--- config.mk ---
export PLATFORM = sky130hd
export DESIGN_NAME = sprite_line_scheduler_flat
export DESIGN_NICKNAME = d
export VERILOG_FILES = /design/src/rtl/sprite_line_scheduler_if.sv /design/src/rtl/sprite_line_scheduler.sv /design/src/flat_wrapper.sv
export SDC_FILE = /design/constraint.sdc
export NUM_CORES = 1
export LEC_CHECK = 0
export BUFFER_PORTS_ARGS = -buffer_cell sky130_fd_sc_hd__buf_2
export CORE_ASPECT_RATIO = 2
export CORE_MARGIN = 2
export CORE_UTILIZATION = 40
export CTS_BUF_LIST = sky130_fd_sc_hd__clkbuf_8
export DETAILED_ROUTE_END_ITERATION = 12
export GPL_ROUTABILITY_DRIVEN = 0
export SETUP_SLACK_MARGIN = 0.15
export SLEW_MARGIN = 20
export SYNTH_ARGS = -nofsm -noshare
export SYNTH_HDL_FRONTEND = slang
export SYNTH_SLANG_ARGS = --single-unit
--- constraint.sdc ---
create_clock -name VCLKx8 -period 3.4 [get_ports VCLKx8]
set_input_delay 1.02 -clock VCLKx8 [delete_from_list [all_inputs] [get_ports VCLKx8]]
set_output_delay 1.02 -clock VCLKx8 [all_outputs]
set_load 0.005 [all_outputs]
--- src/rtl/sprite_line_scheduler_if.sv ---
// Bus between the sprite line scheduler and its environment: line start
// request, SAT read port, descriptor handshake to the renderer and status.
interface sprite_line_scheduler_if;
    logic       LSTART;
    logic [8:0] SPVP;
    logic       SPRB;
    logic [11:0] SATA;
    logic [7:0] SATD;
    logic       DV;
    logic       DRDY;
    logic [8:0] DPX;
    logic [8:0] DCODE;
    logic [3:0] DCOL;
    logic       DFX;
    logic       DFY;
    logic [3:0] DLY;
    logic       BUSY;
    logic [5:0] HITCNT;
    logic       OVF;

    // Scheduler side.
    modport master (
        input  LSTART, SPVP, SPRB, SATD, DRDY,
        output SATA, DV, DPX, DCODE, DCOL, DFX, DFY, DLY, BUSY, HITCNT, OVF
    );

    // Line sequencer / SAT RAM / renderer side.
    modport slave (
        output LSTART, SPVP, SPRB, SATD, DRDY,
        input  SATA, DV, DPX, DCODE, DCOL, DFX, DFY, DLY, BUSY, HITCNT, OVF
    );
endinterface

--- src/rtl/sprite_line_scheduler.sv ---
// Per-scanline sprite scheduler: walks the selected SAT bank, Y-tests every
// entry against the target line, fetches X/attr/code for hits and queues one
// decoded descriptor per hit in a first-word-fall-through FIFO.
module sprite_line_scheduler #(
    parameter int SPRITES = 48,
    parameter int DEPTH   = 8,
    parameter int MAXHIT  = 24
) (
    input logic                     VCLKx8,
    input logic                     RESET_N,
    sprite_line_scheduler_if.master bus
);
    localparam int AW        = $clog2(DEPTH);
    localparam int LAST      = SPRITES - 1;
    localparam int DEPTH_I   = DEPTH;
    localparam int MAXHIT_I  = MAXHIT;
    localparam logic [5:0]  LAST_SANO = LAST[5:0];
    localparam logic [5:0]  MAX_CNT   = MAXHIT_I[5:0];
    localparam logic [AW:0] FULL_CNT  = DEPTH_I[AW:0];

    typedef enum logic [3:0] {
        ST_IDLE, ST_RD_Y, ST_CHK, ST_RD_X, ST_RD_A,
        ST_RD_C, ST_CAP, ST_PUSH, ST_DONE
    } state_t;

    typedef struct packed {
        logic [8:0] dpx;
        logic [8:0] dcode;
        logic [3:0] dcol;
        logic       dfx;
        logic       dfy;
        logic [3:0] dly;
    } desc_t;

    state_t      state, next_state;
    logic [5:0]  sano;
    logic        bank;
    logic [8:0]  spvp_q;
    logic [7:0]  x_q, attr_q, code_q;
    logic [3:0]  ht_q;
    logic [5:0]  hitcnt;
    logic        ovf;

    desc_t       fifo_mem [DEPTH];
    logic [AW-1:0] wr_ptr, rd_ptr;
    logic [AW:0] fifo_cnt;
    desc_t       new_desc, head;

    logic [8:0]  ht;
    logic        hit, last_sprite, fifo_full, fifo_empty, do_pop;
    logic        do_push, sano_inc, ovf_set, ht_ld, x_ld, attr_ld, code_ld;
    logic [1:0]  ofs;

    assign ht          = {1'b0, bus.SATD} - spvp_q;
    assign hit         = (bus.SATD != 8'h00) && (ht[8:4] == 5'b11111);
    assign last_sprite = (sano == LAST_SANO);
    assign fifo_empty  = (fifo_cnt == '0);
    // Full is judged on the occupancy before any same-cycle pop.
    assign fifo_full   = (fifo_cnt == FULL_CNT);
    // A line start clears the FIFO, so a pop in that cycle is discarded.
    assign do_pop      = !fifo_empty && bus.DRDY && !bus.LSTART;

    // State register.
    always_ff @(posedge VCLKx8) begin
        // NOTE: sequential state uses non-blocking assignments so every
        // register samples the pre-edge values, independent of block order.
        if (!RESET_N) state <= ST_IDLE;
        else          state <= next_state;
    end

    // Next-state and per-state control strobes; LSTART restarts from any state.
    always_comb begin
        // NOTE: every output of this block gets a default first so no path
        // leaves a value unassigned, which would infer a latch.
        next_state = state;
        do_push    = 1'b0;
        sano_inc   = 1'b0;
        ovf_set    = 1'b0;
        ht_ld      = 1'b0;
        x_ld       = 1'b0;
        attr_ld    = 1'b0;
        code_ld    = 1'b0;
        ofs        = 2'd3;
        if (bus.LSTART) begin
            next_state = ST_RD_Y;
        end else begin
            case (state)
                ST_IDLE, ST_DONE: next_state = state;
                ST_RD_Y: next_state = ST_CHK;
                ST_CHK: begin
                    if (hit) begin
                        if (hitcnt < MAX_CNT) begin
                            ht_ld      = 1'b1;
                            next_state = ST_RD_X;
                        end else begin
                            ovf_set    = 1'b1;
                            next_state = ST_DONE;
                        end
                    end else if (last_sprite) begin
                        next_state = ST_DONE;
                    end else begin
                        sano_inc   = 1'b1;
                        next_state = ST_RD_Y;
                    end
                end
                ST_RD_X: begin
                    ofs        = 2'd2;
                    next_state = ST_RD_A;
                end
                ST_RD_A: begin
                    ofs        = 2'd1;
                    x_ld       = 1'b1;
                    next_state = ST_RD_C;
                end
                ST_RD_C: begin
                    ofs        = 2'd0;
                    attr_ld    = 1'b1;
                    next_state = ST_CAP;
                end
                ST_CAP: begin
                    ofs        = 2'd0;
                    code_ld    = 1'b1;
                    next_state = ST_PUSH;
                end
                ST_PUSH: begin
                    ofs = 2'd0;
                    if (!fifo_full) begin
                        do_push = 1'b1;
                        if (last_sprite) begin
                            next_state = ST_DONE;
                        end else begin
                            sano_inc   = 1'b1;
                            next_state = ST_RD_Y;
                        end
                    end
                end
                default: next_state = ST_IDLE;
            endcase
        end
    end

    // Scan context and captured SAT fields.
    always_ff @(posedge VCLKx8) begin
        if (!RESET_N) begin
            sano   <= '0;
            bank   <= 1'b0;
            spvp_q <= '0;
            x_q    <= '0;
            attr_q <= '0;
            code_q <= '0;
            ht_q   <= '0;
            hitcnt <= '0;
            ovf    <= 1'b0;
        end else if (bus.LSTART) begin
            sano   <= '0;
            bank   <= bus.SPRB;
            spvp_q <= bus.SPVP;
            hitcnt <= '0;
            ovf    <= 1'b0;
        end else begin
            if (sano_inc) sano   <= sano + 6'd1;
            if (ht_ld)    ht_q   <= ht[3:0];
            if (x_ld)     x_q    <= bus.SATD;
            if (attr_ld)  attr_q <= bus.SATD;
            if (code_ld)  code_q <= bus.SATD;
            if (do_push)  hitcnt <= hitcnt + 6'd1;
            if (ovf_set)  ovf    <= 1'b1;
        end
    end

    // Descriptor decode from the captured entry.
    always_comb begin
        new_desc.dpx   = {1'b0, x_q} - {attr_q[7], 8'h00};
        new_desc.dcode = {attr_q[6], code_q};
        new_desc.dcol  = attr_q[3:0];
        new_desc.dfx   = attr_q[4];
        new_desc.dfy   = attr_q[5];
        new_desc.dly   = ht_q ^ {4{~attr_q[5]}};
    end

    // Descriptor FIFO storage and pointers.
    always_ff @(posedge VCLKx8) begin
        if (!RESET_N) begin
            // NOTE: the storage is reset on purpose: the head drives the
            // descriptor outputs directly and they must read zero after reset.
            for (int i = 0; i < DEPTH; i++) fifo_mem[i] <= '0;
            wr_ptr   <= '0;
            rd_ptr   <= '0;
            fifo_cnt <= '0;
        end else if (bus.LSTART) begin
            wr_ptr   <= '0;
            rd_ptr   <= '0;
            fifo_cnt <= '0;
        end else begin
            if (do_push) begin
                fifo_mem[wr_ptr] <= new_desc;
                wr_ptr           <= wr_ptr + 1'b1;
            end
            if (do_pop) rd_ptr <= rd_ptr + 1'b1;
            case ({do_push, do_pop})
                2'b10:   fifo_cnt <= fifo_cnt + 1'b1;
                2'b01:   fifo_cnt <= fifo_cnt - 1'b1;
                default: fifo_cnt <= fifo_cnt;
            endcase
        end
    end

    assign head       = fifo_mem[rd_ptr];
    assign bus.DV     = !fifo_empty;
    assign bus.DPX    = head.dpx;
    assign bus.DCODE  = head.dcode;
    assign bus.DCOL   = head.dcol;
    assign bus.DFX    = head.dfx;
    assign bus.DFY    = head.dfy;
    assign bus.DLY    = head.dly;
    assign bus.SATA   = (state == ST_IDLE || state == ST_DONE) ? 12'h000
                                                               : {3'b000, bank, sano, ofs};
    assign bus.BUSY   = (state != ST_IDLE) && (state != ST_DONE);
    assign bus.HITCNT = hitcnt;
    assign bus.OVF    = ovf;
endmodule
--- src/flat_wrapper.sv ---
// flat-port wrapper written by rule: the top's interface ports become plain ports
module sprite_line_scheduler_flat 
#(
    parameter int SPRITES = 48,
    parameter int DEPTH   = 8,
    parameter int MAXHIT  = 24
)
  (VCLKx8, RESET_N, bus_LSTART, bus_SPVP, bus_SPRB, bus_SATD, bus_DRDY, bus_SATA, bus_DV, bus_DPX, bus_DCODE, bus_DCOL, bus_DFX, bus_DFY, bus_DLY, bus_BUSY, bus_HITCNT, bus_OVF);
  sprite_line_scheduler_if bus_i ();
  input logic VCLKx8;
  input logic RESET_N;
  input wire logic [$bits(bus_i.LSTART)-1:0] bus_LSTART;
  input wire logic [$bits(bus_i.SPVP)-1:0] bus_SPVP;
  input wire logic [$bits(bus_i.SPRB)-1:0] bus_SPRB;
  input wire logic [$bits(bus_i.SATD)-1:0] bus_SATD;
  input wire logic [$bits(bus_i.DRDY)-1:0] bus_DRDY;
  output wire logic [$bits(bus_i.SATA)-1:0] bus_SATA;
  output wire logic [$bits(bus_i.DV)-1:0] bus_DV;
  output wire logic [$bits(bus_i.DPX)-1:0] bus_DPX;
  output wire logic [$bits(bus_i.DCODE)-1:0] bus_DCODE;
  output wire logic [$bits(bus_i.DCOL)-1:0] bus_DCOL;
  output wire logic [$bits(bus_i.DFX)-1:0] bus_DFX;
  output wire logic [$bits(bus_i.DFY)-1:0] bus_DFY;
  output wire logic [$bits(bus_i.DLY)-1:0] bus_DLY;
  output wire logic [$bits(bus_i.BUSY)-1:0] bus_BUSY;
  output wire logic [$bits(bus_i.HITCNT)-1:0] bus_HITCNT;
  output wire logic [$bits(bus_i.OVF)-1:0] bus_OVF;
  assign bus_i.LSTART = bus_LSTART;
  assign bus_i.SPVP = bus_SPVP;
  assign bus_i.SPRB = bus_SPRB;
  assign bus_i.SATD = bus_SATD;
  assign bus_i.DRDY = bus_DRDY;
  assign bus_SATA = bus_i.SATA;
  assign bus_DV = bus_i.DV;
  assign bus_DPX = bus_i.DPX;
  assign bus_DCODE = bus_i.DCODE;
  assign bus_DCOL = bus_i.DCOL;
  assign bus_DFX = bus_i.DFX;
  assign bus_DFY = bus_i.DFY;
  assign bus_DLY = bus_i.DLY;
  assign bus_BUSY = bus_i.BUSY;
  assign bus_HITCNT = bus_i.HITCNT;
  assign bus_OVF = bus_i.OVF;
  sprite_line_scheduler #(.SPRITES(SPRITES), .DEPTH(DEPTH), .MAXHIT(MAXHIT)) u_core (.VCLKx8(VCLKx8), .RESET_N(RESET_N), .bus(bus_i));
endmodule
# == Word level (Yosys, flattened, before mapping) ==
# Memory sizes are Yosys's and may differ from the RTL's. A register that Yosys moved wholly into a read port is not among the register bits.
# Cells that the tools add are included.
# totals
register_bits,65
latch_bits,0
mem_bits_rw,224
mem_bits_ro,0
inputBits,22
out_inout_bits,49
word_cells,110
n_memories,1
# classes
n_addsub,8
mul,0
div,0
magnitude_cmp,1
eq_ne,17
shifts,0
muxes,42
bitwise_logic,5
n_reduce_logical,22
# mem_list
name,depth,width,read_ports,rd_clocked_by_memory_dff,write_ports,line_no,text
u_core.fifo_mem,8,28,1,1,8,sprite_line_scheduler.sv:44,desc_t fifo_mem [DEPTH];
# ops
cell,n
4-bit one-hot mux with 8 select lines,1
1-bit two-way mux,28
28-bit two-way mux,1
28-bit OR reduction,1
8-bit by 9-bit subtractor with 9-bit output,2
4-bit by 3-bit equality test with 1-bit output (second input constant),4
4-bit two-way mux,4
6-bit by 1-bit adder with 6-bit output (second input constant),2
2-bit AND reduction,6
3-bit two-way mux,3
9-bit two-way mux,1
4-bit by 2-bit equality test with 1-bit output (second input constant),2
4-bit equality test (second input constant),2
4-bit zero test,2
4-bit one-hot mux with 2 select lines,1
8-bit nonzero test,1
3-bit by 1-bit adder with 3-bit output (second input constant),2
6-bit equality test (second input constant),1
6-bit by 5-bit less-than comparator with 1-bit output (second input constant),1
2-bit one-hot mux with 3 select lines,1
5-bit equality test (second input constant),1
4-bit by 1-bit adder with 4-bit output (second input constant),1
4-bit by 1-bit equality test with 1-bit output (second input constant),1
1-bit logical AND,4
16 further kinds,22

# == Depth between registers and ports, before layout ==
# logic_depth
word_depth,10
mapped_depth,12
mapped_depth_nobuf,12

# == Least setup slack after synthesis ==
# Ideal clock, no wire load.
# synth_path
path_type,input to register
startpoint,input port bus_SATD[0]
endpoint,register u_core.ht_q[0]
setup_ps,72
t_arrival_ps,3218
setup_slack_ps,110
cell_stages,10
path_buffers,1
cell_sequence,inv_1 > ha_1 > fa_1 > nand2b_1 > o2bb2ai_1 > o21a_1 > or3_1 > buf_2 > nor4b_4 > mux2i_1
# synth_between
elab_chain_cells,7
elab_cells_between_ends,8
# synth_lines
element,line_no,text
start: declaration,flat_wrapper.sv:15,input wire logic [$bits(bus_i.SATD)-1:0] bus_SATD;
8-bit by 9-bit subtractor with 9-bit output,sprite_line_scheduler.sv:54,"assign ht = {1'b0, bus.SATD} - spvp_q;"
5-bit equality test,sprite_line_scheduler.sv:55,assign hit = (bus.SATD != 8'h00) && (ht[8:4] == 5'b11111);
1-bit logical AND,sprite_line_scheduler.sv:55,
1-bit two-way mux,sprite_line_scheduler.sv:91,if (hit) begin
1-bit two-way mux,sprite_line_scheduler.sv:87,case (state)
1-bit two-way mux,sprite_line_scheduler.sv:84,if (bus.LSTART) begin
2-bit AND reduction (no line),-,
end signal: assignment,sprite_line_scheduler.sv:162,if (ht_ld) ht_q <= ht[3:0];
end: declaration,sprite_line_scheduler.sv:40,logic [3:0] ht_q;
# Several ways; a longest one is shown, not always the timed one.
# A chain may end at the register's enable or synchronous reset.

==> flow_metrics.env <==
export IMPL_status="complete, no violations"
export IMPL_path_max_fanout=8
export IMPL_die_w_um=133.6
export IMPL_synth_edff_count=224
export IMPL_wl_per_cell_um=21.68
export IMPL_cts_root_buf="clkbuf_8"
export IMPL_worst_slack_ns=0.1458
export IMPL_cp_slowest_stage_delay_ns=0.54
export IMPL_synth_most_common_cell="edfxtp_1"
export IMPL_start_kind="flop"
export IMPL_synth_top_area_share=0.5009
export IMPL_synth_compound_area_frac=0.02879
export IMPL_crit_arrival_ns=2.23
export IMPL_critPathRequiredTime_ns=2.38
export IMPL_final_nets=1144
export IMPL_dr_pass1_iters=5
export IMPL_fmax_ghz=0.3073
export IMPL_hpwl_um=21270
export IMPL_final_hold_viol_count=0
export IMPL_p_seq_frac=0.535
export IMPL_syn_to_final_growth_pct=17.34
export IMPL_vias_per_cell=5.167
export IMPL_io_buffers=67
export IMPL_finalClockSkew_ns=0.01006
export IMPL_peakVddDrop_mv=0.3248
export IMPL_crit_type="reg2out"
export IMPL_hp_class="reg2reg"
export IMPL_grt_antenna_before_repair=1
export IMPL_power_frac_comb=0.050
export IMPL_synth_xor_area_share=0.01174
export IMPL_synthSimpleGateAreaFrac=0.1733
export IMPL_synthTopCellsByArea="edfxtp_1 50%, dfxtp_1 10%, mux4_2 9.4%, and2_1 7.9%, mux2i_1 2.6%"
export IMPL_fin_crit_sh=0.9571
export IMPL_async_flop_share=0
export IMPL_finalSetupTns_ns=0
export IMPL_yosys_top_cells_count="224 x edfxtp_1, 169 x and2_1, 70 x nor2_1"
export IMPL_setup_violations=0
export IMPL_dpl_worst_slack_ns=0.01270
export IMPL_drtIter0Drc=489
export IMPL_period_needed_ns=3.254
export IMPL_synthAdderAreaFrac=0.01770
export IMPL_grt_pass1_vias=8692
export IMPL_synth_top_family_by_area="simple AND/OR/NAND/NOR gates"
export IMPL_crit_slowest_cell="mux4_2"
export IMPL_numCtsBuffers=41
export IMPL_cp_end_kind="output port"
export IMPL_clockBufferDepth=3
export IMPL_clkLatencyLatePin_ns=0.55
export IMPL_row_count=94
export IMPL_slew_viol_final=0
export IMPL_initial_utilization=0.4078
export IMPL_grtUsageTotal=0.1946
export IMPL_crit_chain="buf_6, buf_12, mux4_2, mux2_2, buf_2"
export IMPL_cts_tree="built"
export IMPL_cts_sinks=292
export IMPL_worstMarginPinSlew_ns=0.9912
export IMPL_syn_cell_area_sq_um=13430
export IMPL_hold_slack_ns=0.4777
export IMPL_power_internal_uw=5817
export IMPL_swShare=0.2165
export IMPL_clk_pin_slew_ns=0.07
export IMPL_powerDensity_nw_per_um2=471.2
export IMPL_grt_first_pass_wirelength_um=51470
export IMPL_max_slew_margin=0.3370
export IMPL_dieArea_sq_um=35140
export IMPL_grt_max_degree=57
export IMPL_drive_gt1_frac=0.2540
export IMPL_p_leak_uw=0.006060
export IMPL_synth_avg_cell_area_sq_um=13.55
export IMPL_num_vias=8117
export IMPL_drc=0
export IMPL_antenna_left=0
export IMPL_synth_flop_cell="edfxtp_1"
export IMPL_yosys_area_top_type="edfxtp_1"
export IMPL_postCtsHoldBufs=0
export IMPL_fillCellCount=2988
export IMPL_htree_levels=2
export IMPL_synthMuxAreaShare=0.1435
export IMPL_core_sq_um=32930
export IMPL_grt_overflow=0
export IMPL_yosysWarnings=0
export IMPL_yosysSeqAreaShare=0.6023
export IMPL_drt_total_wl_um=34060
export IMPL_rsz0062_at_grt="yes"
export IMPL_drv_cap=0
export IMPL_switchingPower_uw=1607
export IMPL_io_pins=71
export IMPL_clockPowerShare=0.416
export IMPL_syn_inst=991
export IMPL_synth_distinct_cells=59
export IMPL_die_height_um=263.1
export IMPL_ys_ff_latch=292
==> through the flow <==
stage / instance area (sq um) / cells / total power [uW] / utilization
finish: 15760 / 1571 / 7424 / 0.4785
global route: 15760 / 1571 / 7648 / 0.4785
CTS: 15550 / 1560 / 7492 / 0.4722
detailed placement: 14560 / 1478 / 4422 / 0.4421
global placement: 14560 / 1478 / 4414 / 0.4421
floorplan: 13460 / 993 / 4255 / -
==> timing repair <==
item / in CTS / in global routing
cloned: 0 / 3
endpoints found under the hold margin: 0 / 0
pin swaps: 0 / 0
setup endpoints to repair: 24 / 8
gates resized for setup: 1 / 13
buffers inserted: 6 / 7
==> worst max-delay path, delay by kind of cell, from the launching register on <==
kind                   cells  cell delay (ns)
muxes                      2             0.83
buffers and inverters      3             0.42
DFF                        1             0.41
==> routing by layer <==
layer | share of wire | routed length [um] | track usage
met2 | 0.59 | 20000 | 0.3867
met4 | 0.030 | 1038 | 0.07217
met5 | 0 | 0 | 0
met3 | 0.031 | 1064 | 0.02234
met1 | 0.35 | 11950 | 0.2044
==> final cells by class <==
| class | count | area [sq um] | area share |
|---|---|---|---|
| clock buffers | 47 | 646.9 | 0.04105 |
| flip-flops and latches | 292 | 8093 | 0.5136 |
| multi-input cells | 626 | 5109 | 0.3242 |
| repair buffers | 126 | 1016 | 0.06448 |
| clock inverters | 29 | 281.5 | 0.01787 |
| inverters | 18 | 67.56 | 0.004288 |
| well taps | 432 | 540.5 | 0.03430 |
| diodes | 1 | 2.502 | 0.0001588 |
==> logic make-up (layout without fill, tap and decap cells) <==
logic type | count (synthesis) | in the layout
DFF | 292 | 292
xor gates and xnor gates | 18 | 18
and+or+nand+nor | 411 | 411
buffers and inverters | 75 | 220
muxes | 119 | 119
AOI/OAI and AO/OA | 57 | 57
adders and majority gates | 18 | 18
other | 1 | 4
==> state kept, by name (all words and copies together), names as in the netlist, named ones only <==
name and flops:
u_core.rd_ptr 3, u_core.wr_ptr 3, u_core.bus.OVF 1, u_core.x_q 8
u_core.fifo_mem 224, u_core.state 4, u_core.spvp_q 9, u_core.sano 6
u_core.attr_q 8, u_core.fifo_cnt 4, u_core.ht_q 4, u_core.code_q 8
u_core.bank 1, u_core.bus.HITCNT 6
==> power groups by stage <==
stage	registers, uW	clock network, uW	logic (uW)
floorplan	4030	0	221
global placement	4040	0	372
detailed placement	4050	0	373
CTS	3970	3150	374
global route	3980	3270	399
finish	3970	3090	368
==> cells in the final DEF (no fill, tap or decap), types with 4 or more instances in the layout <==
| cell | netlist | layout |
|---|---|---|
| edfxtp_1 | 224 | 224 |
| and2_1 | 169 | 169 |
| ha_1 | 15 | 14 |
| mux2_2 | 28 | 26 |
| buf_2 | 6 | 65 |
| or3_1 | 7 | 7 |
| nand3_1 | 10 | 10 |
| nor2_1 | 70 | 70 |
| nor2b_1 | 44 | 44 |
| nand2_1 | 41 | 41 |
| buf_12 | 0 | 12 |
| clkbuf_8 | 0 | 47 |
| nor3_1 | 8 | 5 |
| buf_6 | 0 | 6 |
| and3_1 | 27 | 27 |
| xor2_1 | 14 | 14 |
| nand2b_1 | 11 | 10 |
| dfxtp_1 | 68 | 66 |
| a21oi_1 | 23 | 23 |
| a211oi_1 | 4 | 4 |
| mux4_2 | 56 | 56 |
| inv_1 | 17 | 32 |
| mux2i_1 | 35 | 35 |
| xnor2_1 | 4 | 4 |
| bufinv_16 | 0 | 6 |
| o21ai_0 | 9 | 9 |
| buf_4 | 3 | 39 |
| o211ai_1 | 4 | 4 |
==> worst paths after layout <==
check	startpoint	to	slack (ns)	cells after the start
worst min-delay path	u_core.bus.OVF	u_core.bus.OVF	0.48	1
worst max-delay path	flop	bus_DLY[0]	0.15	5
worst min register to register	u_core.bus.OVF	u_core.bus.OVF	0.48	1
worst max register to register	u_core.state[1]	u_core.fifo_cnt[3]	0.52	11
No activity file was read; power rests on OpenSTA's default activity.
